$ cat config.mk
export PLATFORM = sky130hd
export DESIGN_NAME = result_display_driver_flat
export DESIGN_NICKNAME = d
export VERILOG_FILES = /design/src/rtl/result_display_driver_pkg.sv /design/src/rtl/result_display_driver_if.sv /design/src/rtl/result_display_driver_bin_to_bcd.sv /design/src/rtl/result_display_driver.sv /design/src/flat_wrapper.sv
export SDC_FILE = /design/constraint.sdc
export NUM_CORES = 1
export LEC_CHECK = 0
export BUFFER_PORTS_ARGS = -buffer_cell sky130_fd_sc_hd__buf_2
export CAP_MARGIN = 40
export CORE_MARGIN = 3
export CORE_UTILIZATION = 25
export CTS_CLUSTER_SIZE = 25
export DETAILED_ROUTE_END_ITERATION = 12
export GPL_ROUTABILITY_DRIVEN = 1
export PLACE_DENSITY = 0.43
export SLEW_MARGIN = 15
export SYNTH_ARGS = -nofsm -noshare
export SYNTH_HDL_FRONTEND = slang
export SYNTH_HIERARCHICAL = 1
export SYNTH_SLANG_ARGS = --single-unit
$ cat constraint.sdc
create_clock -name clk -period 3.9 [get_ports clk]
set_input_delay 0.195 -clock clk [delete_from_list [all_inputs] [get_ports clk]]
set_output_delay 0.195 -clock clk [all_outputs]
set_load 0.005 [all_outputs]
$ cat src/rtl/result_display_driver_pkg.sv
// display_pkg: shared converter state type, blank pattern and hex-to-segment encoder
package display_pkg;
    typedef enum logic [1:0] {IDLE, SHIFT, UPDATE} conv_state_t;
    localparam logic [6:0] SEG_BLANK = 7'b1111111;
    // Active-low, bit order g..a
    function automatic logic [6:0] hex_to_seg(input logic [3:0] h);
        case (h)
            4'h0: return 7'b1000000;
            4'h1: return 7'b1111001;
            4'h2: return 7'b0100100;
            4'h3: return 7'b0110000;
            4'h4: return 7'b0011001;
            4'h5: return 7'b0010010;
            4'h6: return 7'b0000010;
            4'h7: return 7'b1111000;
            4'h8: return 7'b0000000;
            4'h9: return 7'b0010000;
            4'hA: return 7'b0001000;
            4'hB: return 7'b0000011;
            4'hC: return 7'b1000110;
            4'hD: return 7'b0100001;
            4'hE: return 7'b0000110;
            default: return 7'b0001110;
        endcase
    endfunction
endpackage

$ cat src/rtl/result_display_driver_if.sv
// result_display_driver_if: value/select inputs and display outputs between calculator and display driver
interface result_display_driver_if #(parameter int WIDTH = 16, parameter int NUM_DIGITS = 8);
    logic [WIDTH-1:0]      DataIn;
    logic [WIDTH-1:0]      DataOut;
    logic                  toDisplaySel;
    logic                  DecMode;
    logic [6:0]            Segments;
    logic [NUM_DIGITS-1:0] Anodes;
    logic                  DP;
    logic                  Valid;
    modport master(output DataIn, DataOut, toDisplaySel, DecMode, input Segments, Anodes, DP, Valid);
    modport slave(input DataIn, DataOut, toDisplaySel, DecMode, output Segments, Anodes, DP, Valid);
endinterface

$ cat src/rtl/result_display_driver_bin_to_bcd.sv
// bin_to_bcd: free-running double-dabble converter; refreshes the digit register every WIDTH+2 cycles
module bin_to_bcd
    import display_pkg::*;
#(
    parameter int WIDTH      = 16,
    parameter int NUM_DIGITS = 8
) (
    input  logic                    clk,
    input  logic                    reset,
    input  logic [WIDTH-1:0]        i_value,
    input  logic                    i_dec_mode,
    output logic [4*NUM_DIGITS-1:0] o_digits,
    output logic                    o_valid
);
    localparam int DW = 4 * NUM_DIGITS;
    localparam int SW = WIDTH + DW;
    localparam int CW = (WIDTH > 1) ? $clog2(WIDTH) : 1;
    conv_state_t    r_state;
    logic [SW-1:0]    r_sr;
    logic [WIDTH-1:0] r_hex;
    logic             r_dec;
    logic [CW-1:0]    r_cnt;
    logic [DW-1:0]    r_digits;
    logic             r_valid;
    logic [SW-1:0]    w_adj;
    always_comb begin
        w_adj = r_sr;
        for (int i = 0; i < NUM_DIGITS; i++)
            if (r_sr[WIDTH+4*i +: 4] >= 4'd5) w_adj[WIDTH+4*i +: 4] = r_sr[WIDTH+4*i +: 4] + 4'd3;
    end
    // Hex mode still runs the full shift so the update period never depends on the mode
    always_ff @(posedge clk or negedge reset) begin
        if (!reset) begin
            r_state  <= IDLE;
            r_sr     <= '0;
            r_hex    <= '0;
            r_dec    <= 1'b0;
            r_cnt    <= '0;
            r_digits <= '0;
            r_valid  <= 1'b0;
        end else begin
            r_valid <= 1'b0;
            case (r_state)
                IDLE: begin
                    r_sr    <= SW'(i_value);
                    r_hex   <= i_value;
                    r_dec   <= i_dec_mode;
                    r_cnt   <= '0;
                    r_state <= SHIFT;
                end
                SHIFT: begin
                    r_sr  <= w_adj << 1;
                    r_cnt <= r_cnt + 1'b1;
                    if (r_cnt == CW'(WIDTH - 1)) r_state <= UPDATE;
                end
                UPDATE: begin
                    r_digits <= r_dec ? r_sr[SW-1 -: DW] : DW'(r_hex);
                    r_valid  <= 1'b1;
                    r_state  <= IDLE;
                end
                default: r_state <= IDLE;
            endcase
        end
    end
    assign o_digits = r_digits;
    assign o_valid  = r_valid;
endmodule

$ cat src/rtl/result_display_driver.sv
// result_display_driver: selects the calculator value, converts it and scans it onto a
// multiplexed active-low seven-segment display with leading-zero blanking
module result_display_driver
    import display_pkg::*;
#(
    parameter int WIDTH       = 16,
    parameter int NUM_DIGITS  = 8,
    parameter int REFRESH_MAX = 50000
) (
    input logic                   clk,
    input logic                   reset,
    result_display_driver_if.slave bus
);
    localparam int RW = $clog2(REFRESH_MAX);
    localparam int IW = (NUM_DIGITS > 1) ? $clog2(NUM_DIGITS) : 1;
    logic [WIDTH-1:0]        w_value;
    logic [4*NUM_DIGITS-1:0] w_digits;
    logic                    w_valid;
    logic [RW-1:0]           r_refresh;
    logic [IW-1:0]           r_idx;
    logic                    w_wrap;
    logic [IW-1:0]           w_idx_next;
    logic                    w_nonzero;
    logic [NUM_DIGITS-1:0]   w_blank;
    logic [6:0]              r_seg;
    logic [NUM_DIGITS-1:0]   r_an;
    assign w_value = bus.toDisplaySel ? bus.DataIn : bus.DataOut;
    bin_to_bcd #(.WIDTH(WIDTH), .NUM_DIGITS(NUM_DIGITS)) u_conv (
        .clk        (clk),
        .reset      (reset),
        .i_value    (w_value),
        .i_dec_mode (bus.DecMode),
        .o_digits   (w_digits),
        .o_valid    (w_valid)
    );
    always_comb begin
        w_wrap     = r_refresh == RW'(REFRESH_MAX - 1);
        w_idx_next = w_wrap ? ((r_idx == IW'(NUM_DIGITS - 1)) ? '0 : r_idx + 1'b1) : r_idx;
    end
    // A digit is blank when it and every more significant digit are zero
    always_comb begin
        w_nonzero = 1'b0;
        w_blank   = '0;
        for (int i = NUM_DIGITS - 1; i >= 0; i--) begin
            w_nonzero  = w_nonzero | (w_digits[4*i +: 4] != 4'd0);
            w_blank[i] = (i != 0) && !w_nonzero;
        end
    end
    always_ff @(posedge clk or negedge reset) begin
        if (!reset) begin
            r_refresh <= '0;
            r_idx     <= '0;
            r_seg     <= SEG_BLANK;
            r_an      <= '1;
        end else begin
            r_refresh <= w_wrap ? '0 : r_refresh + 1'b1;
            r_idx     <= w_idx_next;
            r_seg     <= w_blank[w_idx_next] ? SEG_BLANK : hex_to_seg(w_digits[{w_idx_next, 2'b00} +: 4]);
            r_an      <= ~(NUM_DIGITS'(1) << w_idx_next);
        end
    end
    assign bus.Segments = r_seg;
    assign bus.Anodes   = r_an;
    assign bus.DP       = 1'b1;
    assign bus.Valid    = w_valid;
endmodule

$ cat src/flat_wrapper.sv
// flat-port wrapper written by rule: the top's interface ports become plain ports
module result_display_driver_flat import display_pkg::*;
#(
    parameter int WIDTH       = 16,
    parameter int NUM_DIGITS  = 8,
    parameter int REFRESH_MAX = 50000
)
  (clk, reset, bus_DataIn, bus_DataOut, bus_toDisplaySel, bus_DecMode, bus_Segments, bus_Anodes, bus_DP, bus_Valid);
  result_display_driver_if #(.WIDTH(WIDTH), .NUM_DIGITS(NUM_DIGITS)) bus_i ();
  input logic clk;
  input logic reset;
  input wire logic [$bits(bus_i.DataIn)-1:0] bus_DataIn;
  input wire logic [$bits(bus_i.DataOut)-1:0] bus_DataOut;
  input wire logic [$bits(bus_i.toDisplaySel)-1:0] bus_toDisplaySel;
  input wire logic [$bits(bus_i.DecMode)-1:0] bus_DecMode;
  output wire logic [$bits(bus_i.Segments)-1:0] bus_Segments;
  output wire logic [$bits(bus_i.Anodes)-1:0] bus_Anodes;
  output wire logic [$bits(bus_i.DP)-1:0] bus_DP;
  output wire logic [$bits(bus_i.Valid)-1:0] bus_Valid;
  assign bus_i.DataIn = bus_DataIn;
  assign bus_i.DataOut = bus_DataOut;
  assign bus_i.toDisplaySel = bus_toDisplaySel;
  assign bus_i.DecMode = bus_DecMode;
  assign bus_Segments = bus_i.Segments;
  assign bus_Anodes = bus_i.Anodes;
  assign bus_DP = bus_i.DP;
  assign bus_Valid = bus_i.Valid;
  result_display_driver #(.WIDTH(WIDTH), .NUM_DIGITS(NUM_DIGITS), .REFRESH_MAX(REFRESH_MAX)) u_core (.clk(clk), .reset(reset), .bus(bus_i));
endmodule
==> summary.md <==
| Metric | Value |
|---|---|
| H-tree depth | 4 |
| Layout cells sized above 1 | 0.185 |
| Filler cell count | 3033 |
| Final RePlAce weighted congestion | 0.810 |
| Input/output buffers | 51 |
| Root Buffer | clkbuf_16 |
| Number of remaining DRC errors | 0 |
| R2R Setup Slk | a little under 0.5 ns |
| Total Power | 4090 µW |
| Die Ht | 179 µm |
| Ys async rst share | 1.00 |
| Hold Crit Start | bus_DataIn[10] |
| Remaining antenna violation count | 0 |
| CTS tree | yes |
| 1st-iter DRT viols | 318 |
| Gr usage total | 0.114 |
| CTS Sinks | 138 |
| Area grow syn2layout | 16.4% |
| Final WL | 17200 µm |
| Crit. End Element | register |
| Post-synth EDFFs | 0 |
| Max Cap Viol | 0 |
| Largest net degree at the start of global routing | 72 |
| Static leakage | 0.00389 µW |
| Cts repair resizes | 0 |
| Slew @ Worst Pin | 0.757 ns |
| Worst EP required | around 4.2 ns |
| Area occupied by multi-input gates | 0.00364 mm² |
| Worst hold path type | input pin to register |
| Hold depth | 3 |
| Row count | 62 |
| Starting Density | 0.257 |
| Fin nets | 822 |
| GRT overflow | 0 |
| Crit path kind | register to register |
| I/O pin cnt | 53 |
| Critical path data arrival time | around 3.8 ns |
| VDD IR-drop max | 0.000313 V |
| Maximum clock frequency | 0.293 GHz |
| Cts bufs inserted | 17 |
| HPWL after DPL | 11700 µm |
| Ant. Diodes | 0 |
| Reg-to-reg endpoint | u_core/bus.Segments[4] |
| Mapped Cells | approximately 730 |
| Vias per std cell | 4.63 |
| Die ar. | roughly 0.032 mm² |
| Synth Warn # | 6 |
| Crit path launch type | register |
| Hold Path Sink | u_core/u_conv/r_hex[10] |
| Clock edge transition at the registers on the reported setup and hold paths | 0.07 ns |
| Crit Path Max Fanout | 10 |
| Tcrit/Tclk final | 0.875 |
| Synth Net Count | 794 |
| Status | completed |
| Sequential area share after synthesis | 0.465 |
| Clk_lat worst skew | about 0.42 ns |
| Routed len/inst | 14.9 µm |
| Post-Syn Area | about 0.0075 mm² |
| Core region area | 0.0291 mm² |
| RSZ-0062 raised after global routing | no |
| Slew Limit Fails | 0 |
| Post-synthesis register bit count | 138 |
| Router iterations before antenna repair | 4 |
| Endpoints failing setup | 0 |
| R2R Path Start | u_core/r_refresh[0] |
| Ys flop type | dfrtp_1 |
| Worst Clk Skew | approximately 0.012 ns |
| Fin. Hold Viols | 0 |
| CTS Buffer Depth | 2 |
| Register area | approximately 0.0035 mm² |
| Number of distinct library cells after synthesis | 57 |
| Vias in the first global route | 5387 |
| Final setup TNS | 0 ns |
| DR vias | 5362 |
| Slew HR | 0.495 |
| First-pass GRT wire length | slightly below 30000 µm |
| Initial antenna violation count | 0 |
| Mapped Avg Cell Area | 10.2 µm² |
| PwrDens | 471 mW/mm² |
| Die Wd | 179 µm |
| Reg2reg path depth | 11 |
| Period minus WS final | 3.41 ns |
==> area by class of cell <==
| type | instances | area share |
|---|---|---|
| Multi-Input combinational cell | 514 | 0.419 |
| Sequential cell | 138 | 0.400 |
| Tap cell | 384 | 0.0553 |
| Clock buffer | 17 | 0.0489 |
| Timing Repair Buffer | 62 | 0.0439 |
| Clock inverter | 15 | 0.0217 |
| Inverter | 27 | 0.0117 |
==> per-layer routing <==
metal,part of all wire,routed length (µm),vias up,track usage
met5,0,0,-,0
met4,0.010,172,0,0.0282
met3,0.034,589,15,0.0227
met2,0.43,7470,92,0.171
met1,0.52,8960,2599,0.167
li1,-,-,2656,-
==> report_power, final <==
group	switching, µW	internal, µW	leakage (µW)
registers	159	1600	0.00175
clock network	679	1020	0.000295
logic	329	309	0.00184
total	1170	2930	0.00389
==> registers in the layout (all words and copies together), names as in the netlist <==
| signal | flops |
|---|---|
| u_core/u_conv/r_dec | 1 |
| u_core/u_conv/r_state | 2 |
| u_core/u_conv/o_valid | 1 |
| u_core/r_refresh | 16 |
| u_core/u_conv/o_digits | 32 |
| u_core/u_conv/r_sr | 48 |
| u_core/u_conv/r_cnt | 4 |
| u_core/bus.Anodes | 8 |
| u_core/bus.Segments | 7 |
| u_core/r_idx | 3 |
| u_core/u_conv/r_hex | 16 |
==> critical path, cell delays in order, from the launching register on <==
cell and delay (ns):
dfrtp_1 0.36, ha_1 0.18, and3_1 0.31, and4_1 0.51
mux2_2 0.44, o221ai_1 0.23, o22ai_1 0.13, nor2_1 0.40
ha_1 0.25, inv_1 0.08, mux2_2 0.27, o221ai_1 0.17
==> cells in the mapped netlist, drive strengths merged (15+ instances only) <==
master    n  area (µm²)
dfrtp   123        3080
nand2   119         447
o21ai    66         330
mux2i    48         505
mux2     37         417
buf      35         186
nor2     32         128
inv      27         101
ha       26         325
clkbuf   18        67.6
nand2b   18         118
dfstp    15         394
xor2     15         131
==> layout by cell type (no fill, tap or decap), types with 9 or more instances in the layout <==
cell type and n:
xor2_1 15, dfrtp_1 121, buf_2 50, mux2_2 20, nand2b_1 15, a221o_1 11
ha_1 26, and3_1 12, clkbuf_16 17, nor2_1 31, nand2_1 119, dfstp_2 15
o21ai_1 51, mux2i_1 46, mux2_1 17, a21oi_1 12, a22o_1 11, nand3_1 9
inv_1 25, a2111oi_0 11, o21ai_0 15
==> per-stage QoR <==
step / utilization / instances / setup slack (ns) / area [µm²] / hold slack (ns)
2_1_floorplan: - / 732 / 1.10 / 7470 / -0.101
3_3_place_gp: 0.276 / 1122 / 0.562 / 8030 / 0.280
3_5_place_dp: 0.277 / 1123 / 0.491 / 8060 / 0.261
4_1_cts: 0.299 / 1157 / 0.462 / 8700 / 0.139
5_1_grt: 0.299 / 1157 / 0.109 / 8700 / 0.150
6_report: 0.299 / 1157 / 0.487 / 8700 / 0.157
==> logic make-up (layout without fill, tap and decap cells) <==
| kind of cell | count (synthesis) | after routing | share of synthesized area |
|---|---|---|---|
| buffers and inverters | 80 | 121 | 0.0476 |
| AND/OR/NAND/NOR | 221 | 221 | 0.144 |
| XOR/XNOR | 20 | 20 | 0.0235 |
| flip-flops | 138 | 138 | 0.465 |
| multiplexers | 85 | 85 | 0.123 |
| other | 1 | 1 | 0.000502 |
| adder cells (fa/ha/maj) | 26 | 26 | 0.0436 |
| AO/OA/AOI/OAI | 161 | 161 | 0.153 |
==> repair_timing <==
item,4_1_cts,5_1_grt
buffers inserted,0,0
hold buffers,2,0
endpoints found under the hold margin,57,0
==> how the worst max path moves through the flow <==
stage          slack [ns]                endpoint  cells past startpoint                 from
3_5_place_dp         0.49  u_core/bus.Segments[4]                     11  u_core/r_refresh[0]
6_report             0.49  u_core/bus.Segments[4]                     11  u_core/r_refresh[0]
5_1_grt              0.11  u_core/bus.Segments[4]                     11  u_core/r_refresh[0]
3_3_place_gp         0.56  u_core/bus.Segments[4]                     11  u_core/r_refresh[0]
2_1_floorplan        1.10  u_core/bus.Segments[4]                     15  u_core/r_refresh[0]
4_1_cts              0.46  u_core/bus.Segments[4]                     11  u_core/r_refresh[0]
Note: power is estimated with default switching activity, not from simulation.
